**config.mk**
```make
export PLATFORM = sky130hd
export DESIGN_NAME = bb_bus_arbiter
export DESIGN_NICKNAME = d
export VERILOG_FILES = /design/src/rtl/bb_bus_pkg.sv /design/src/rtl/bb_rr_picker.sv /design/src/rtl/bb_bus_arbiter.sv
export SDC_FILE = /design/constraint.sdc
export NUM_CORES = 1
export LEC_CHECK = 0
export CAP_MARGIN = 10
export CELL_PAD_IN_SITES_DETAIL_PLACEMENT = 1
export CELL_PAD_IN_SITES_GLOBAL_PLACEMENT = 1
export CORE_UTILIZATION = 45
export CTS_BUF_LIST = sky130_fd_sc_hd__clkbuf_4 sky130_fd_sc_hd__clkbuf_8 sky130_fd_sc_hd__clkbuf_16
export DETAILED_ROUTE_END_ITERATION = 16
export PLACE_DENSITY_LB_ADDON = 0.1
export SLEW_MARGIN = 10
export SYNTH_ARGS = -nofsm -noshare
export SYNTH_HDL_FRONTEND = slang
export SYNTH_HIERARCHICAL = 1
export SYNTH_SLANG_ARGS = --single-unit
```
**constraint.sdc**
```tcl
create_clock -name clk -period 7.3 [get_ports clk]
set_input_delay 1.095 -clock clk [delete_from_list [all_inputs] [get_ports clk]]
set_output_delay 1.095 -clock clk [all_outputs]
set_load 0.005 [all_outputs]
```
**src/rtl/bb_bus_pkg.sv**
```systemverilog
// Shared types and defaults for the bit-serial system bus arbiter.
// Contents:
//   NUM_MASTERS_DEF, MAX_HOLD_DEF : default parameter values
//   arb_state_t                   : arbiter FSM state encoding
//   idx_w()                       : width of a master-index field for n masters
package bb_bus_pkg;

    localparam int unsigned NUM_MASTERS_DEF = 4;
    localparam int unsigned MAX_HOLD_DEF    = 256;

    typedef enum logic [0:0] {
        IDLE = 1'b0,
        BUSY = 1'b1
    } arb_state_t;

    // Master-index width; never narrower than one bit.
    function automatic int unsigned idx_w(input int unsigned n);
        return (n > 1) ? $clog2(n) : 1;
    endfunction

endpackage

```
**src/rtl/bb_rr_picker.sv**
```systemverilog
// Combinational round-robin picker: the first requester after ptr wins.
// Ports:
//   req     in  N   request vector
//   ptr     in  IW  index of the last granted master
//   gnt_c   out N   one-hot winner
//   idx_c   out IW  index of the winner
//   valid_c out 1   at least one requester present
module bb_rr_picker
    import bb_bus_pkg::*;
#(
    parameter int unsigned N  = NUM_MASTERS_DEF,
    localparam int unsigned IW = idx_w(N)
) (
    input  logic [N-1:0]  req,
    input  logic [IW-1:0] ptr,
    output logic [N-1:0]  gnt_c,
    output logic [IW-1:0] idx_c,
    output logic          valid_c
);

    // Scan ptr+1 .. ptr+N (mod N); the last granted master comes up last.
    always_comb begin
        logic [IW-1:0] k;
        gnt_c   = '0;
        idx_c   = '0;
        valid_c = 1'b0;
        k       = '0;
        for (int unsigned i = 1; i <= N; i++) begin
            k = IW'((32'(ptr) + i) % N);
            if (!valid_c && req[k]) begin
                valid_c  = 1'b1;
                idx_c    = k;
                gnt_c[k] = 1'b1;
            end
        end
    end

endmodule

```
**src/rtl/bb_bus_arbiter.sv**
```systemverilog
// Central arbiter for the shared bit-serial bus with split-transaction
// bookkeeping: parks a split master, lends the bus to others, and re-grants
// the parked master first once its slave releases the split.
// Optional grant-hold watchdog enabled by defining BB_ARB_WATCHDOG_EN.
// Ports:
//   clk, rstn         bus clock, async active-low reset
//   breq              per-master level request
//   bgrant            registered one-hot grant
//   msel              index of granted master (holds last grant when idle)
//   bus_busy          a grant is active
//   slave_split_req   pulse: slave splits the current transaction
//   slave_split_rel   pulse: split slave ready to return data
//   split_m           per-master split line
//   split_pending     a split is outstanding
//   split_overflow    pulse: a split request was refused
//   wd_revoke         pulse: watchdog revoked a grant (watchdog builds only)
module bb_bus_arbiter
    import bb_bus_pkg::*;
#(
    parameter int unsigned NUM_MASTERS = NUM_MASTERS_DEF,
    parameter int unsigned MAX_HOLD    = MAX_HOLD_DEF,
    localparam int unsigned IW = idx_w(NUM_MASTERS)
) (
    input  logic                   clk,
    input  logic                   rstn,
    input  logic [NUM_MASTERS-1:0] breq,
    output logic [NUM_MASTERS-1:0] bgrant,
    output logic [IW-1:0]          msel,
    output logic                   bus_busy,
    input  logic                   slave_split_req,
    input  logic                   slave_split_rel,
    output logic [NUM_MASTERS-1:0] split_m,
    output logic                   split_pending,
    output logic                   split_overflow
`ifdef BB_ARB_WATCHDOG_EN
    ,
    output logic                   wd_revoke
`endif
);

    arb_state_t             state_q, state_d;
    logic [NUM_MASTERS-1:0] bgrant_d, split_m_d, cand;
    logic [IW-1:0]          msel_d, ptr_q, ptr_d, owner_q, owner_d;
    logic                   bus_busy_d, split_pending_d, split_overflow_d;
    logic                   split_ready_q, split_ready_d;
    logic [NUM_MASTERS-1:0] pick_gnt;
    logic [IW-1:0]          pick_idx;
    logic                   pick_valid;

`ifdef BB_ARB_WATCHDOG_EN
    localparam int unsigned HW = $clog2(MAX_HOLD) + 1;
    logic [HW-1:0]          hold_q, hold_d;
    logic [NUM_MASTERS-1:0] blocked_q, blocked_d;
    logic                   wd_revoke_d;
`else
    logic [31:0] unused_max_hold;
    assign unused_max_hold = 32'(MAX_HOLD);
`endif

    // Parked owner sits out arbitration until its split is released.
    always_comb begin
        cand = breq;
        if (split_pending && !split_ready_q) begin
            cand[owner_q] = 1'b0;
        end
`ifdef BB_ARB_WATCHDOG_EN
        cand = cand & ~blocked_q;
`endif
    end

    bb_rr_picker #(.N(NUM_MASTERS)) u_picker (
        .req     (cand),
        .ptr     (ptr_q),
        .gnt_c   (pick_gnt),
        .idx_c   (pick_idx),
        .valid_c (pick_valid)
    );

    // Next-state and registered-output logic.
    always_comb begin
        state_d          = state_q;
        bgrant_d         = bgrant;
        msel_d           = msel;
        bus_busy_d       = bus_busy;
        split_m_d        = split_m;
        split_pending_d  = split_pending;
        split_overflow_d = 1'b0;
        split_ready_d    = split_ready_q;
        owner_d          = owner_q;
        ptr_d            = ptr_q;
`ifdef BB_ARB_WATCHDOG_EN
        hold_d           = hold_q;
        blocked_d        = blocked_q & breq;
        wd_revoke_d      = 1'b0;
`endif

        if (split_pending && slave_split_rel) begin
            split_ready_d = 1'b1;
        end
        // Owner abandoned its parked transaction.
        if (split_pending && !breq[owner_q]) begin
            split_pending_d = 1'b0;
            split_ready_d   = 1'b0;
            split_m_d       = '0;
        end

        case (state_q)
            IDLE: begin
                bgrant_d   = '0;
                bus_busy_d = 1'b0;
                if (slave_split_req) begin
                    split_overflow_d = 1'b1;
                end
                if (split_pending && split_ready_q && breq[owner_q]) begin
                    // split_m is one-hot on the owner, so it doubles as its grant.
                    state_d         = BUSY;
                    bgrant_d        = split_m;
                    msel_d          = owner_q;
                    bus_busy_d      = 1'b1;
                    ptr_d           = owner_q;
                    split_m_d       = '0;
                    split_pending_d = 1'b0;
                    split_ready_d   = 1'b0;
`ifdef BB_ARB_WATCHDOG_EN
                    hold_d          = '0;
`endif
                end else if (pick_valid) begin
                    state_d    = BUSY;
                    bgrant_d   = pick_gnt;
                    msel_d     = pick_idx;
                    bus_busy_d = 1'b1;
                    ptr_d      = pick_idx;
`ifdef BB_ARB_WATCHDOG_EN
                    hold_d     = '0;
`endif
                end
            end
            BUSY: begin
                if (!breq[msel]) begin
                    // Release beats a same-cycle split request.
                    state_d    = IDLE;
                    bgrant_d   = '0;
                    bus_busy_d = 1'b0;
                end else if (slave_split_req) begin
                    if (!split_pending) begin
                        state_d         = IDLE;
                        bgrant_d        = '0;
                        bus_busy_d      = 1'b0;
                        owner_d         = msel;
                        split_pending_d = 1'b1;
                        split_m_d       = bgrant;
                    end else begin
                        split_overflow_d = 1'b1;
                    end
`ifdef BB_ARB_WATCHDOG_EN
                end else if (hold_q == HW'(MAX_HOLD - 1)) begin
                    state_d           = IDLE;
                    bgrant_d          = '0;
                    bus_busy_d        = 1'b0;
                    ptr_d             = msel;
                    blocked_d[msel]   = 1'b1;
                    wd_revoke_d       = 1'b1;
                end else begin
                    hold_d = hold_q + HW'(1);
`endif
                end
            end
            default: begin
                state_d = IDLE;
            end
        endcase
    end

    // State register.
    always_ff @(posedge clk or negedge rstn) begin
        if (!rstn) begin
            state_q        <= IDLE;
            bgrant         <= '0;
            msel           <= '0;
            bus_busy       <= 1'b0;
            split_m        <= '0;
            split_pending  <= 1'b0;
            split_overflow <= 1'b0;
            split_ready_q  <= 1'b0;
            owner_q        <= '0;
            ptr_q          <= IW'(NUM_MASTERS - 1);
`ifdef BB_ARB_WATCHDOG_EN
            hold_q         <= '0;
            blocked_q      <= '0;
            wd_revoke      <= 1'b0;
`endif
        end else begin
            state_q        <= state_d;
            bgrant         <= bgrant_d;
            msel           <= msel_d;
            bus_busy       <= bus_busy_d;
            split_m        <= split_m_d;
            split_pending  <= split_pending_d;
            split_overflow <= split_overflow_d;
            split_ready_q  <= split_ready_d;
            owner_q        <= owner_d;
            ptr_q          <= ptr_d;
`ifdef BB_ARB_WATCHDOG_EN
            hold_q         <= hold_d;
            blocked_q      <= blocked_d;
            wd_revoke      <= wd_revoke_d;
`endif
        end
    end

endmodule
```
==> metrics.txt <==
status=completed; WS Path Type=in -> reg; period utilization=50.6%; register bit count reported by yosys=19; n_diodes=0; worst r2r dst=bgrant[2]$_DFFE_PN0P_; Top FF cell, synth=dfrtp_1; slowest cell on the critical path=a21boi_0; area of the multi-input gates=1020 um^2; Starting Density=between 40% and 50%; Filler cells=400; number of synthesized flops with an enable pin=0; Die Span Y=62.4 um; # DRC=0; GP Congestion=0.860; CP Launch Point=breq[1]; number of CTS-inserted buffers=3; synthesized cell area=between 1500 and 2000 um^2; worst skew pair latency=slightly below 0.3 ns; setup ws final=roughly 3.6 ns; Hold-fix buffers, CTS=0; vias post-DR=1473; Worst EP required=between 7 and 8 ns; H-tree depth=1; Gate Count Post-Synth=184; core footprint=roughly 3400 um^2; unrepaired setup endpoints after global routing=no; crit-path max cell delay=about 0.8 ns; Final Hold Vio Count=0; Critical Path AT=slightly below 4 ns; Pleak=0.772 nW; CTS resizes=0; YS warnings=6; row cnt=21; Startpoint Class=input pin; # setup viols final=0; Die Area=between 3000 and 4000 um^2; fin nets=between 200 and 250; CP Cell Sequence=clkdlybuf4s50_1, a21boi_0, nor2_1, a31oi_1, o31ai_1, or3_1, nand3_1, o311ai_2; CP endpoint=bgrant[2]$_DFFE_PN0P_; 1st-iter DRT viols=110; register-to-register setup slack=between 4 and 5 ns; CTS root buffer=clkbuf_4; commonest cells after routing, fill and taps aside=nand2_1 (22), clkdlybuf4s50_1 (20), dfrtp_1 (17), inv_1 (15), nor2_1 (12); vias in the first global route=roughly 1500; Slew HR=about a third; Storage cell area=approximately 480 um^2; Place WS=about 3.3 ns; Power per Cell Area=~420 nW/um^2; DRT Wirelength=4.27 mm; Fin Setup TNS=0 ns; skew final=0.00299 ns; Final min period=3.70 ns; clk slew on worst S/H paths=approximately 0.11 ns; syn_area_per_cell=8.93 um^2; overall power=roughly 770 uW; first-pass GRT wire length=about 7.2 mm; max-slew violation count=0; initial antenna violation count=0; largest net degree at the start of global routing=22; total global-route track usage=23.4%; Remaining Overflow, GRT=0; placed insts=237; post-CTS setup buffers=0; commonest non-fill, non-tap cell in the layout=nand2_1; final hold slack=just over 0.5 ns; num ports=21; crit path max fanout=10; area delta synth->final=12.0%; DR pass1 iterations=4; Crit Reg-Reg Startpoint=split_pending$_DFF_PN0_; worst vdd ir=approximately 0.00018 V; Critical Path End Type=flop; vias per cell=6.11; Worst Reg2Reg Path Length in Cells=9; Net Count, Synth=200; TritonCTS sink count=19; antenna viol nets, final=0; type of the most critical hold path=reg -> reg; non-filler cells in the finished layout=about 240; ratio of cells with drive above 1 in the final layout=under 10%; CTS tree=yes; unique cell type count in the Yosys netlist=45; slew at the pin closest to its max-slew limit=between 0.9 and 1 ns; hpwl dp=between 3 and 4 mm; final instance area=1840 um^2; Max Cap Viol=0; register area share after synthesis=around 29%; f_max=270 MHz; Util after Layout=a little over half; die width=approximately 62 um; PortBufs=20; Async SR Flop Fraction=100%; post-place instance area=~1800 um^2; Avg WL per Cell=around 18 um; clk buf depth=2
==> routing by layer <==
| layer | up-vias | wire length (um) | track usage, % |
|---|---|---|---|
| li1 | 700 | - | - |
| met1 | 734 | 1830 | 29.2 |
| met2 | 33 | 2210 | 40.5 |
| met3 | 6 | 173 | 5.11 |
| met4 | 0 | 55 | 6.40 |
| met5 | - | 0 | 0 |
==> report_power, final <==
group          internal [mW]  switching [mW]
sequential             0.156          0.0904
combinational          0.219           0.246
clock                 0.0250          0.0315
total                  0.400           0.367
==> worst max-delay path, delay by kind of cell <==
| family | cells | cell delay, ns |
|---|---|---|
| simple gates | 3 | 0.75 |
| compound gates | 4 | 1.48 |
| buf+inv | 1 | 0.51 |
==> Yosys cell counts, types with 2 or more instances <==
| cell type | instances | share of area [%] |
|---|---|---|
| nand2_1 | 22 | 5.0 |
| dfrtp_1 | 17 | 26 |
| inv_1 | 15 | 3.4 |
| nor2_1 | 12 | 2.7 |
| a21oi_1 | 8 | 2.4 |
| ha_1 | 8 | 6.1 |
| nand4_1 | 7 | 2.7 |
| a31oi_1 | 6 | 2.3 |
| mux2i_1 | 6 | 3.7 |
| nand2b_1 | 6 | 2.3 |
| nand3_1 | 6 | 1.8 |
| buf_2 | 5 | 1.5 |
| o21a_1 | 5 | 2.3 |
| o31ai_1 | 5 | 2.3 |
| a2111o_1 | 4 | 2.7 |
| clkbuf_1 | 4 | 0.91 |
| mux4_2 | 4 | 5.5 |
| o22ai_1 | 4 | 1.5 |
| or3_1 | 4 | 1.5 |
| a211oi_1 | 3 | 1.4 |
| o311ai_0 | 3 | 1.6 |
| a21boi_0 | 2 | 0.91 |
| buf_6 | 2 | 1.4 |
| dfstp_2 | 2 | 3.2 |
| mux2_2 | 2 | 1.4 |
| o21ai_0 | 2 | 0.61 |
| o311ai_2 | 2 | 2.0 |
==> worst min-delay path by stage <==
stage          cells past startpoint                   end  slack (ns)                  from
6_report                           1  bus_busy$_DFFE_PN0P_        0.51  bus_busy$_DFFE_PN0P_
5_1_grt                            1  bus_busy$_DFFE_PN0P_        0.54  bus_busy$_DFFE_PN0P_
4_1_cts                            1  bus_busy$_DFFE_PN0P_        0.52  bus_busy$_DFFE_PN0P_
3_5_place_dp                       1  bus_busy$_DFFE_PN0P_        0.50  bus_busy$_DFFE_PN0P_
3_3_place_gp                       1  bus_busy$_DFFE_PN0P_        0.47  bus_busy$_DFFE_PN0P_
2_1_floorplan                      1  bus_busy$_DFFE_PN0P_        0.47  bus_busy$_DFFE_PN0P_
==> registers in the layout, indices dropped and copies added (netlist names) <==
| signal | cells |
|---|---|
| state_q | 1 |
| split_m | 4 |
| split_overflow | 1 |
| bus_busy | 1 |
| ptr_q | 2 |
| split_pending | 1 |
| msel | 2 |
| owner_q | 2 |
| bgrant | 4 |
| split_ready_q | 1 |
==> final cells by class <==
cell class,instances,area share (%)
Clock buffer,4,1.63
Multi-Input combinational cell,137,55.3
Sequential cell,19,26.0
Inverter,15,3.06
Timing Repair Buffer,20,10.9
Tap cell,46,3.13
==> logic make-up after synthesis <==
kind of cell	Yosys count	share of synthesized area, %
buffers and inverters	28	8.99
DFF	19	29.1
and+or+nand+nor	65	20.3
AOI/OAI and AO/OA	52	25.0
muxes	12	10.5
adders and majority gates	8	6.09
No activity file was read; power rests on OpenSTA's default activity.
